File: src/rtl/uart_rx_param.sv
// Parametrised UART receiver: mid-bit sampling, 5-8 data bits, optional parity,
// 1-2 stop bits, sticky error flags, and a first-word-fall-through receive FIFO.
module uart_rx_param #(
    parameter int unsigned CLK_FREQ   = 100_000_000,
    parameter int unsigned BAUD_RATE  = 9600,
    parameter int unsigned DATA_BITS  = 8,
    parameter int unsigned PARITY     = 0,
    parameter int unsigned STOP_BITS  = 1,
    parameter int unsigned FIFO_DEPTH = 8
) (
    input  logic                          clk,
    input  logic                          reset_n,
    input  logic                          rx,
    input  logic                          rd_en,
    output logic [DATA_BITS-1:0]          rd_data,
    output logic                          rd_valid,
    output logic [$clog2(FIFO_DEPTH):0]   level,
    input  logic                          err_clr,
    output logic                          parity_err,
    output logic                          frame_err,
    output logic                          overrun
);
    localparam int unsigned DIV = CLK_FREQ / BAUD_RATE;
    localparam int unsigned CW  = $clog2(DIV);
    localparam int unsigned PW  = $clog2(FIFO_DEPTH);
    localparam int unsigned LW  = PW + 1;

    localparam logic [CW-1:0] CNT_MID  = CW'(DIV / 2 - 1);
    localparam logic [CW-1:0] CNT_END  = CW'(DIV - 1);
    localparam logic [3:0]    LAST_BIT = 4'(DATA_BITS - 1);
    localparam logic [3:0]    LAST_STP = 4'(STOP_BITS - 1);
    localparam logic          PAR_ODD  = (PARITY == 2);
    localparam logic [LW-1:0] FULL_LVL = LW'(FIFO_DEPTH);

    typedef enum logic [2:0] {
        S_IDLE,
        S_START,
        S_DATA,
        S_PAR,
        S_STOP,
        S_WAIT_HIGH
    } state_t;

    logic [1:0]           sync;
    logic                 rx_s;
    state_t               state;
    logic [CW-1:0]        cnt;
    logic [3:0]           bit_idx;
    logic [DATA_BITS-1:0] shift;
    logic                 par_acc;
    logic                 par_bad;
    logic                 stop_bad;

    logic                 sample_end;
    logic                 last_stop;
    logic                 stop_low;
    logic                 push_req;
    logic                 perr_set;
    logic                 pop;
    logic                 full;
    logic                 push_ok;

    logic [DATA_BITS-1:0] mem [FIFO_DEPTH];
    logic [PW-1:0]        wptr;
    logic [PW-1:0]        rptr;

    assign rx_s = sync[1];

    always_ff @(posedge clk or negedge reset_n) begin
        if (!reset_n) begin
            sync <= '1;
        end else begin
            sync <= {sync[0], rx};
        end
    end

    // Frame outcome is decided on the edge of the final stop-bit sample.
    always_comb begin
        sample_end = (cnt == CNT_END);
        last_stop  = (state == S_STOP) && sample_end && (bit_idx == LAST_STP);
        stop_low   = last_stop && (stop_bad || !rx_s);
        push_req   = last_stop && !stop_low && !par_bad;
        perr_set   = last_stop && !stop_low && par_bad;
    end

    always_ff @(posedge clk or negedge reset_n) begin
        if (!reset_n) begin
            state    <= S_IDLE;
            cnt      <= '0;
            bit_idx  <= '0;
            shift    <= '0;
            par_acc  <= 1'b0;
            par_bad  <= 1'b0;
            stop_bad <= 1'b0;
        end else begin
            case (state)
                S_IDLE: begin
                    if (!rx_s) begin
                        state <= S_START;
                        cnt   <= '0;
                    end
                end
                S_START: begin
                    if (cnt == CNT_MID) begin
                        cnt <= '0;
                        if (!rx_s) begin
                            state    <= S_DATA;
                            bit_idx  <= '0;
                            par_acc  <= 1'b0;
                            par_bad  <= 1'b0;
                            stop_bad <= 1'b0;
                        end else begin
                            state <= S_IDLE;
                        end
                    end else begin
                        cnt <= cnt + 1'b1;
                    end
                end
                S_DATA: begin
                    if (sample_end) begin
                        cnt     <= '0;
                        shift   <= {rx_s, shift[DATA_BITS-1:1]};
                        par_acc <= par_acc ^ rx_s;
                        if (bit_idx == LAST_BIT) begin
                            bit_idx <= '0;
                            state   <= (PARITY != 0) ? S_PAR : S_STOP;
                        end else begin
                            bit_idx <= bit_idx + 1'b1;
                        end
                    end else begin
                        cnt <= cnt + 1'b1;
                    end
                end
                S_PAR: begin
                    if (sample_end) begin
                        cnt     <= '0;
                        par_bad <= ((par_acc ^ rx_s) != PAR_ODD);
                        state   <= S_STOP;
                    end else begin
                        cnt <= cnt + 1'b1;
                    end
                end
                S_STOP: begin
                    if (sample_end) begin
                        cnt <= '0;
                        if (!rx_s) begin
                            stop_bad <= 1'b1;
                        end
                        if (bit_idx == LAST_STP) begin
                            bit_idx <= '0;
                            state   <= stop_low ? S_WAIT_HIGH : S_IDLE;
                        end else begin
                            bit_idx <= bit_idx + 1'b1;
                        end
                    end else begin
                        cnt <= cnt + 1'b1;
                    end
                end
                S_WAIT_HIGH: begin
                    if (rx_s) begin
                        state <= S_IDLE;
                    end
                end
                default: state <= S_IDLE;
            endcase
        end
    end

    // A pop in the same cycle frees a slot, so a full FIFO still accepts the push.
    always_comb begin
        pop     = rd_en && rd_valid;
        full    = (level == FULL_LVL);
        push_ok = push_req && (!full || pop);
    end

    always_ff @(posedge clk or negedge reset_n) begin
        if (!reset_n) begin
            for (int unsigned i = 0; i < FIFO_DEPTH; i++) begin
                mem[i] <= '0;
            end
            wptr  <= '0;
            rptr  <= '0;
            level <= '0;
        end else begin
            if (push_ok) begin
                mem[wptr] <= shift;
                wptr      <= wptr + 1'b1;
            end
            if (pop) begin
                rptr <= rptr + 1'b1;
            end
            if (push_ok && !pop) begin
                level <= level + 1'b1;
            end else if (pop && !push_ok) begin
                level <= level - 1'b1;
            end
        end
    end

    assign rd_valid = (level != '0);
    assign rd_data  = mem[rptr];

    always_ff @(posedge clk or negedge reset_n) begin
        if (!reset_n) begin
            parity_err <= 1'b0;
            frame_err  <= 1'b0;
            overrun    <= 1'b0;
        end else begin
            if (perr_set) begin
                parity_err <= 1'b1;
            end else if (err_clr) begin
                parity_err <= 1'b0;
            end
            if (stop_low) begin
                frame_err <= 1'b1;
            end else if (err_clr) begin
                frame_err <= 1'b0;
            end
            if (push_req && !push_ok) begin
                overrun <= 1'b1;
            end else if (err_clr) begin
                overrun <= 1'b0;
            end
        end
    end

endmodule
File: config.mk
export PLATFORM = sky130hd
export DESIGN_NAME = uart_rx_param
export DESIGN_NICKNAME = d
export VERILOG_FILES = /design/src/rtl/uart_rx_param.sv
export SDC_FILE = /design/constraint.sdc
export NUM_CORES = 1
export LEC_CHECK = 0
export CAP_MARGIN = 20
export CORE_UTILIZATION = 52
export DETAILED_ROUTE_END_ITERATION = 12
export GPL_TIMING_DRIVEN = 0
export PLACE_DENSITY = 0.7
export SYNTH_ARGS = -nofsm -noshare
export SYNTH_HDL_FRONTEND = slang
export SYNTH_SLANG_ARGS = --single-unit
File: constraint.sdc
create_clock -name clk -period 3.6 [get_ports clk]
set_input_delay 0.72 -clock clk [delete_from_list [all_inputs] [get_ports clk]]
set_output_delay 0.72 -clock clk [all_outputs]
set_load 0.05 [all_outputs]
## Word level (Yosys, flattened, before mapping)

Cells that the tools add are included.
W data, S select, Z words.

| storage, ports and cells | value |
|---|---|
| register bits | 111 |
| input bits | 5 |
| word-level logic and storage cells | 135 |
| output and inout port bits | 16 |

| cells by class | value |
|---|---|
| multiplexer cells | 42 |
| $lt $le $gt $ge | 3 |
| $add $sub $neg | 6 |
| equality and inequality tests | 19 |
| reduce and logical (&&, ||, !) cells | 40 |
| bitwise operators | 3 |

Operator list:

| operator | count |
|---|---|
| $bwmux W64 | 1 |
| $mux W14 | 3 |
| $pmux W14 S3 | 1 |
| $mux W4 | 8 |
| $mux W3 | 9 |
| $bmux W8 S3 | 1 |
| $demux W8 S3 | 1 |
| $mux W8 | 3 |
| $ne A2 B2 Y1 const B | 9 |
| $pmux W3 S6 | 1 |
| $add A14 B1 Y14 const B | 1 |
| $eq A14 B13 Y1 const B | 1 |
| $eq A14 B14 Y1 const B | 1 |
| $reduce_bool A2 Y1 | 7 |
| $logic_and A1 B1 Y1 | 12 |
| $pmux W4 S3 | 1 |
| $reduce_and A5 Y1 | 2 |
| $mux W1 | 9 |
| $add A4 B1 Y4 const B | 2 |
| $ge A4 B4 Y1 const B | 2 |
| $not A3 Y4 | 2 |
| $reduce_and A4 Y1 | 2 |
| $reduce_and A8 Y1 | 1 |
| $add A3 B1 Y3 const B | 2 |
| 19 further kinds | 31 |

## Depth between registers and ports, before layout

Gate-level depths: netlist (run 1).

| logic depth | value |
|---|---|
| word-level depth | 12 |
| depth in mapped cells | 14 |
| gate-level depth less buffers | 14 |

## Worst setup path after synthesis (run 1)

Ideal clock, no wire load.

| path | value |
|---|---|
| path type | flip-flop to flip-flop |
| start | register bit_idx[0] |
| end | register level[3] |
| stages on the path, launching flop included | 15 |
| library setup time | 0.145 ns |
| arrival time | 2.969 ns |
| buffers on the path | 0 |
| data required time | 3.455 ns |
| setup slack | 0.486 ns |
| clock period less this slack | 3.114 ns |
| path through | dfrtp_1 inv_1 ha_1 or3b_2 or3_4 nor2_1 and3_1 ha_1 inv_1 ha_1 a21o_1 a21oi_1 xnor2_1 nor2_1 xor2_1 |

| on the way | value |
|---|---|
| cells in the longest elaborated chain, start to end | 10 |
| elaborated cells on any way between the ends | 12 |
| classes of those cells | 1 x mux; 11 x reduce/logical |

Ends and longest elaborated chain:

| item | line | source |
|---|---|---|
| start, declared | 48 | `logic [3:0] bit_idx;` |
| start signal, assigned | 128 | `bit_idx <= bit_idx + 1'b1;` |
| start signal, assigned | 153 | `bit_idx <= bit_idx + 1'b1;` |
| $logic_not A4 Y1 (*) | 80 | `last_stop = (state == S_STOP) && sample_end && (bit_idx == LAST_STP);` |
| $logic_and A1 B1 Y1 (*) | 80 |  |
| $logic_and A1 B1 Y1 | 81 | `stop_low = last_stop && (stop_bad \|\| !rx_s);` |
| $logic_not A1 Y1 | 82 | `push_req = last_stop && !stop_low && !par_bad;` |
| $logic_and A1 B1 Y1 (*) (2 in series) | 82 |  |
| $logic_and A1 B1 Y1 (*) | 173 | `push_ok = push_req && (!full \|\| pop);` |
| net push_ok | 61 | `logic push_ok;` |
| $logic_not A1 Y1 | 194 | `end else if (pop && !push_ok) begin` |
| $logic_and A1 B1 Y1 | 194 |  |
| $reduce_bool A2 Y1 (no source line) | - |  |
| end signal, assigned | 193 | `level <= level + 1'b1;` |
| end signal, assigned | 195 | `level <= level - 1'b1;` |
| end, declared | 17 | `output logic [$clog2(FIFO_DEPTH):0] level,` |

The timed path passes the listed nets; every way through them passes the cells marked *.
A chain may end at the register's enable or synchronous reset.

## Final worst setup path (run 1)

| path | value |
|---|---|
| start | register rptr[0] |
| end | output rd_data[7] |

| on the way | value |
|---|---|
| cells in the longest elaborated chain, start to end | 4 |

Ends and longest elaborated chain:

| item | line | source |
|---|---|---|
| start, declared | 65 | `logic [PW-1:0] rptr;` |
| start signal, assigned | 190 | `rptr <= rptr + 1'b1;` |
| $not A3 Y4 (not written as such) | 201 | `assign rd_data = mem[rptr];` |
| $bmux W8 S3 | 201 |  |
| $mux W8 (not written as such) (2 in series) | 201 |  |
| end, declared | 15 | `output logic [DATA_BITS-1:0] rd_data,` |

Every way passes these cells. The select of a mux whose other input is x is not followed.

==> qor.csv, run 1 <==
metric,value,unit
status,finished clean,
startpoint types,flop,
Final Max Tran Viols,0,
RSZ-0062 raised after global routing,no,
Final Non-Filler Cells,609,
fillcell total,821,
Worst Path Required,2880,ps
CTS root buf,clkbuf_8,
P_leak,2.84,nW
max-cap violation count,0,
Post-DRT Antenna Nets,0,
Post-DP HPWL,7.16,mm
Max Fclk,295,MHz
total gr overflow,0,
endpoints failing setup,0,
die height,105,um
CTS tree,done,
R2R Setup Slk,270,ps
DIE AREA,0.0110,mm^2
clock buffer depth,2,
total power,2.03,mW
initial antenna violation count,0,
CTS H-tree depth,3,
"Max FO, Critical Path",10,
#FFs+latches synth,111,
IO Count,21,
most area-consuming cells after synthesis,"dfrtp_1 (49%), mux2_2 (18%), mux4_2 (6.5%), ha_1 (1.8%), xnor2_1 (1.7%)",
Mapped Cells,434,
total nets after synthesis,448,
die width,105,um
Synth area leader,dfrtp_1,
Final Skew,9.98,ps
GPL Wtd Cong,0.856,
routed len/inst,17.7,um
placed inst area,0.00591,mm^2
Post-synth ARST share,100,%
sequential area share after synthesis,50.4,%
input/output buffers,20,
Post-Route WL,10.8,mm
number of flops mapped to enable cells by yosys,0,
worst endpoint data arrival time,2660,ps
Netlist Area Pre-Place,0.00552,mm^2
Initial Util,53.4,%
DRC,0,
"Primary FF master, synth",dfrtp_1,
Ant. Diodes,0,
pwr/cell area,333,mW/mm^2
Hold Crit Class,input pin to asynchronous set/reset pin,
Relative slew margins,42.7,%
via density per instance,5.80,
peak supply drop,0.170,mV
# rows,37,
core area,0.0103,mm^2
gr usage total,21.5,%
vias in the first global route,3639,
total clock sinks,111,
proportion of layout cells with a drive suffix above 1,30.2,%
clock-pin transition on the worst setup and hold timing paths,100,ps
vias,3532,
hold slack,343,ps
top cell type's share of synthesized area,49.5,%
Avg Inst Size Synth,12.7,um^2
Iter 0 DRT Violations,149,
CP Capture Type,output pin,
Synth warnings,0,
pre-CTS setup slack,-505,ps
WS Path Type,flop to output pin,
worst setup margin,216,ps
Slew @ Worst Pin,856,ps
# hold bufs at CTS,0,
Final Cycle Share,94.0,%
Final nets,482,
clock latency on the worst-skew pair,370,ps
min cycle time layout,3380,ps
Fin. Hold Viols,0,
number of CTS-inserted buffers,9,
"Distinct cells, synth",59,
first-pass GRT wire length,18.4,mm
pin count of the biggest net entering global routing,68,
Placed Cells incl. Taps,591,
drt first pass iters,4,
Area growth syn-to-layout,10.9,%
design area,0.00612,mm^2
synthesized netlist by cell type, drive strengths merged, types with 4 or more instances:
| master | instances |
|---|---|
| nand2 | 16 |
| nand4 | 11 |
| xor2 | 7 |
| o21ai | 17 |
| nand3b | 4 |
| nand2b | 5 |
| and3 | 6 |
| nor2 | 23 |
| clkbuf | 17 |
| mux4 | 16 |
| nand3 | 9 |
| nor3b | 5 |
| and4 | 4 |
| nor2b | 5 |
| dfrtp | 109 |
| ha | 8 |
| inv | 12 |
| mux2 | 86 |
| nor3 | 4 |
| a21oi | 5 |
| xnor2 | 11 |
| buf | 10 |
flip-flops by register name, summed over array words and instances, names as in the netlist, 2 cells and up:
signal	cells
shift	8
wptr	3
mem	64
bit_idx	4
cnt	14
level	4
state	3
sync	2
rptr	3
layout by cell type (no fill, tap or decap), drive strengths merged, types with 8 or more instances in the layout:
cell and instances:
dfrtp 109, mux2 86, clkbuf 27, nor2 23, o21ai 17, mux4 16
nand2 16, inv 15, buf 14, xnor2 11, clkdlybuf4s50 11, nand4 11
nand3 9, ha 8, dlygate4sd2 8
critical path, cell delays in order, from the launching register on:
cell,delay (ps)
dfrtp_1,360
clkbuf_2,350
buf_4,320
mux4_2,540
mux2_2,300
dlygate4sd2_1,430
power by group:
group	internal [mW]	switching, mW
logic	0.00862	0.0294
clock network	0.328	0.420
registers	1.25	0.000375
stage by stage:
step,util (%),setup TNS [ps]
global placement,57.0,-257190
global route,59.3,0
CTS,59.1,0
floorplan,-,0
detailed placement,57.3,-3790
finish,59.3,0
routing by layer:
metal  global-route usage, %  vias up  routed length (um)
met5                       0        -                   0
met3                    2.25        8                 265
met4                    8.15        0                 132
met2                    34.4       54                5200
met1                    30.4     1812                5170
li1                        -     1658                   -
what timing repair did:
item,4_1_cts,5_1_grt
setup buffers,0,2
gates resized for setup,16,0
endpoints found under the setup margin,8,1
pin swaps,0,1
path summary, 6_finish.rpt:
kind | start | to | cells past startpoint
worst min register to register | sync[0] | sync[1] | 0
worst max-delay path | rptr[0] | rd_data[7] | 5
max in group asynchronous | reset_n | mem[5] | 2
worst max register to register | bit_idx[0] | level[3] | 14
worst min-delay path | reset_n | frame_err | 1
min in group clk | sync[0] | sync[1] | 0
kinds of logic (layout without fill, tap and decap cells):
kind of cell / after synthesis / in the layout / synth area share [%]
flip-flops: 111 / 111 / 50.4
AO/OA/AOI/OAI: 45 / 45 / 5.29
AND/OR/NAND/NOR: 109 / 109 / 12.3
adder cells (fa/ha/maj): 9 / 9 / 2.18
buffers and inverters: 39 / 78 / 2.72
multiplexers: 103 / 103 / 24.3
XOR/XNOR: 18 / 18 / 2.86
area by class of cell:
cell class	instances	area, um^2	share of cell area (%)
plain buffers	27	113	1.84
clock buffers	10	128	2.09
clock inverters	6	66.3	1.08
inverters	12	45.0	0.736
multi-input cells	284	2580	42.3
flip-flops and latches	111	2780	45.4
well taps	136	170	2.78
repair buffers	23	230	3.76
Note: power is estimated with default switching activity, not from simulation.
==> run 2, diff against run 1 <==
--- a/config.mk
+++ b/config.mk
@@ -6,10 +6,12 @@
 export NUM_CORES = 1
 export LEC_CHECK = 0
 export CAP_MARGIN = 20
+export CORE_ASPECT_RATIO = 0.75
 export CORE_UTILIZATION = 52
 export DETAILED_ROUTE_END_ITERATION = 12
 export GPL_TIMING_DRIVEN = 0
 export PLACE_DENSITY = 0.7
+export SKIP_LAST_GASP = 1
 export SYNTH_ARGS = -nofsm -noshare
 export SYNTH_HDL_FRONTEND = slang
 export SYNTH_SLANG_ARGS = --single-unit
==> constraint.sdc (replaced) <==
create_clock -name clk -period 3.6 [get_ports clk]
set_input_delay 0.54 -clock clk [delete_from_list [all_inputs] [get_ports clk]]
set_output_delay 0.54 -clock clk [all_outputs]
set_load 0.05 [all_outputs]
==> run 2 against run 1 <==
  * Global-route usage rose by 0.49 points
  * Final area rose by 2.1%
  * Via count rose by 0.17%
  * Register-to-register slack barely moved
  * Sequential power barely moved
  * Critical endpoint is now rd_data[6]
  * Highest routed layer unchanged
==> qor.csv, run 2 (synthesis results as in run 1) <==
metric,value,unit,change
status,finished clean,,
via density per instance,5.81,,+0.17%
number of CTS-inserted buffers,9,,unchanged
"most common cell after layout, fill and taps aside",dfrtp_1,,
Worst Path Required,3060,ps,+180 ps
P_leak,2.87,nW,+1.1%
startpoint types,flop,,
Final Skew,10.7,ps,+0.722 ps
launch point of the worst reg-to-reg path,bit_idx[0],,
clock buffer depth,2,,unchanged
gr usage total,22.0,%,+0.49 points
"delay-heaviest family, CP",buffers and inverters,,
Biggest register,mem,,
max reg flops,64,,unchanged
DIE AREA,0.0110,mm^2,about the same
RSZ-0062 raised after global routing,no,,
Area growth syn-to-layout,13.2,%,
most frequent cells in the layout,"dfrtp_1 (109), mux2_2 (86), nor2_1 (21)",,
Post-Route WL,10.8,mm,+0.71%
critical path's largest stage delay,700,ps,+160 ps
placed inst area,0.00591,mm^2,unchanged
Hold Crit Class,input pin to asynchronous set/reset pin,,
initial antenna violation count,0,,unchanged
min cycle time layout,3430,ps,+44.9 ps
clock latency on the worst-skew pair,360,ps,about the same
input/output buffers,20,,unchanged
Reg-to-Reg End,level[3],,
first-pass GRT wire length,18.4,mm,-0.37%
CTS tree,done,,
max-cap violation count,0,,unchanged
design area,0.00624,mm^2,+2.1%
top flop regs,"mem: 64 flops, cnt: 14 flops, shift: 8 flops",,
CP Capture Type,output pin,,
vias in the first global route,3488,,-4.1%
Final Max Tran Viols,0,,unchanged
CTS H-tree depth,3,,unchanged
CP bufs+invs,3,,unchanged
proportion of layout cells with a drive suffix above 1,30.4,%,+0.21 points
Post-DP HPWL,7.30,mm,+1.9%
total clock sinks,111,,unchanged
Initial Util,53.6,%,+0.18 points
total gr overflow,0,,unchanged
routed len/inst,17.8,um,+0.71%
Fin. Hold Viols,0,,unchanged
# rows,32,,-14%
Max Fclk,292,MHz,-1.3%
R2R Setup Slk,260,ps,about the same
Slowest cell on crit path,clkdlybuf4s50_1,,
pwr/cell area,368,mW/mm^2,+11%
peak supply drop,0.236,mV,+39%
drt first pass iters,5,,+1
pin count of the biggest net entering global routing,66,,-2.9%
Slew @ Worst Pin,895,ps,+38.5 ps
"Max FO, Critical Path",10,,unchanged
Final Cycle Share,95.3,%,+1.2 points
Post-DRT Antenna Nets,0,,unchanged
total power,2.29,mW,+13%
WS Path Type,flop to output pin,,
worst endpoint data arrival time,2890,ps,+230 ps
crit-path cells,"clkbuf_2, buf_4, mux4_2, mux2_2, clkdlybuf4s50_1",,
reg2reg path depth,14,,unchanged
Post-Route Utilization,60.7,%,+1.4 points
die height,91.2,um,-13%
core area,0.0103,mm^2,-0.33%
Iter 0 DRT Violations,247,,+66%
DRC,0,,unchanged
die width,121,um,+15%
IO Count,21,,unchanged
Ant. Diodes,0,,unchanged
endpoints failing setup,0,,unchanged
fillcell total,793,,-3.4%
clock-pin transition on the worst setup and hold timing paths,80,ps,-20 ps
vias,3538,,+0.17%
Final nets,482,,unchanged
CTS root buf,clkbuf_16,,
GPL Wtd Cong,0.798,,-6.8%
Relative slew margins,40.1,%,-2.6 points
hold slack,207,ps,-136 ps
run 2: what timing repair did:
action                     4_1_cts  5_1_grt
setup endpoints to repair        8        5
setup buffers                    0        2
pin swaps                        0        1
resized for setup                7        3
hold buffers                     0        0
hold endpoints to repair         0        0
run 2: layer usage:
metal	up-vias	part of all wire (%)	track usage [%]
met5	-	0	0
met4	0	0.99	5.86
met3	9	4.8	4.21
met2	68	44	31.1
met1	1801	50	34.2
li1	1660	-	-
run 2: metrics by stage:
stage	instances	setup TNS (ps)	setup WS [ps]
after floorplan	434	0	486
after global placement	590	-248090	-2250
after detailed placement	591	-2290	-321
after CTS	607	0	53.8
after global routing	609	0	9.34
final	609	0	171
run 2: layout make-up:
cell class / count / area, um^2 / share of cell area, %
plain buffers: 27 / 113 / 1.80
clock buffers: 9 / 225 / 3.61
clock inverters: 7 / 83.8 / 1.34
inverters: 12 / 45.0 / 0.721
multi-input cells: 284 / 2580 / 41.4
flip-flops and latches: 111 / 2780 / 44.5
well taps: 136 / 170 / 2.72
repair buffers: 23 / 243 / 3.89
run 2: worst register-to-register path, stage by stage, from the launching register on:
cell and delay [ps]:
dfrtp_1 420, inv_1 80, ha_1 150, or3b_2 510, or3_4 410, nor2_1 230, and3_1 200, ha_1 170
inv_1 90, ha_1 280, a21o_1 170, a21oi_1 160, xnor2_1 130, nor2_1 60, xor2_1 140
run 2: worst max-delay path by stage:
| stage | start | to | slack [ps] | cells after the start |
|---|---|---|---|---|
| finish | rptr[0] | rd_data[6] | 170 | 5 |
| global route | bit_idx[0] | level[3] | 9 | 14 |
| CTS | rptr[1] | rd_data[7] | 50 | 5 |
| detailed placement | rptr[0] | rd_data[7] | -320 | 5 |
| global placement | reset_n | bit_idx[0] | -2250 | 1 |
| floorplan | bit_idx[0] | level[3] | 490 | 14 |
run 2: power breakdown:
group / switching [mW] / internal [mW] / total [mW] / leakage, nW
logic: 0.0302 / 0.00861 / 0.0388 / 1.19
clock network: 0.508 / 0.500 / 1.01 / 0.151
registers: 0.000338 / 1.25 / 1.25 / 1.53
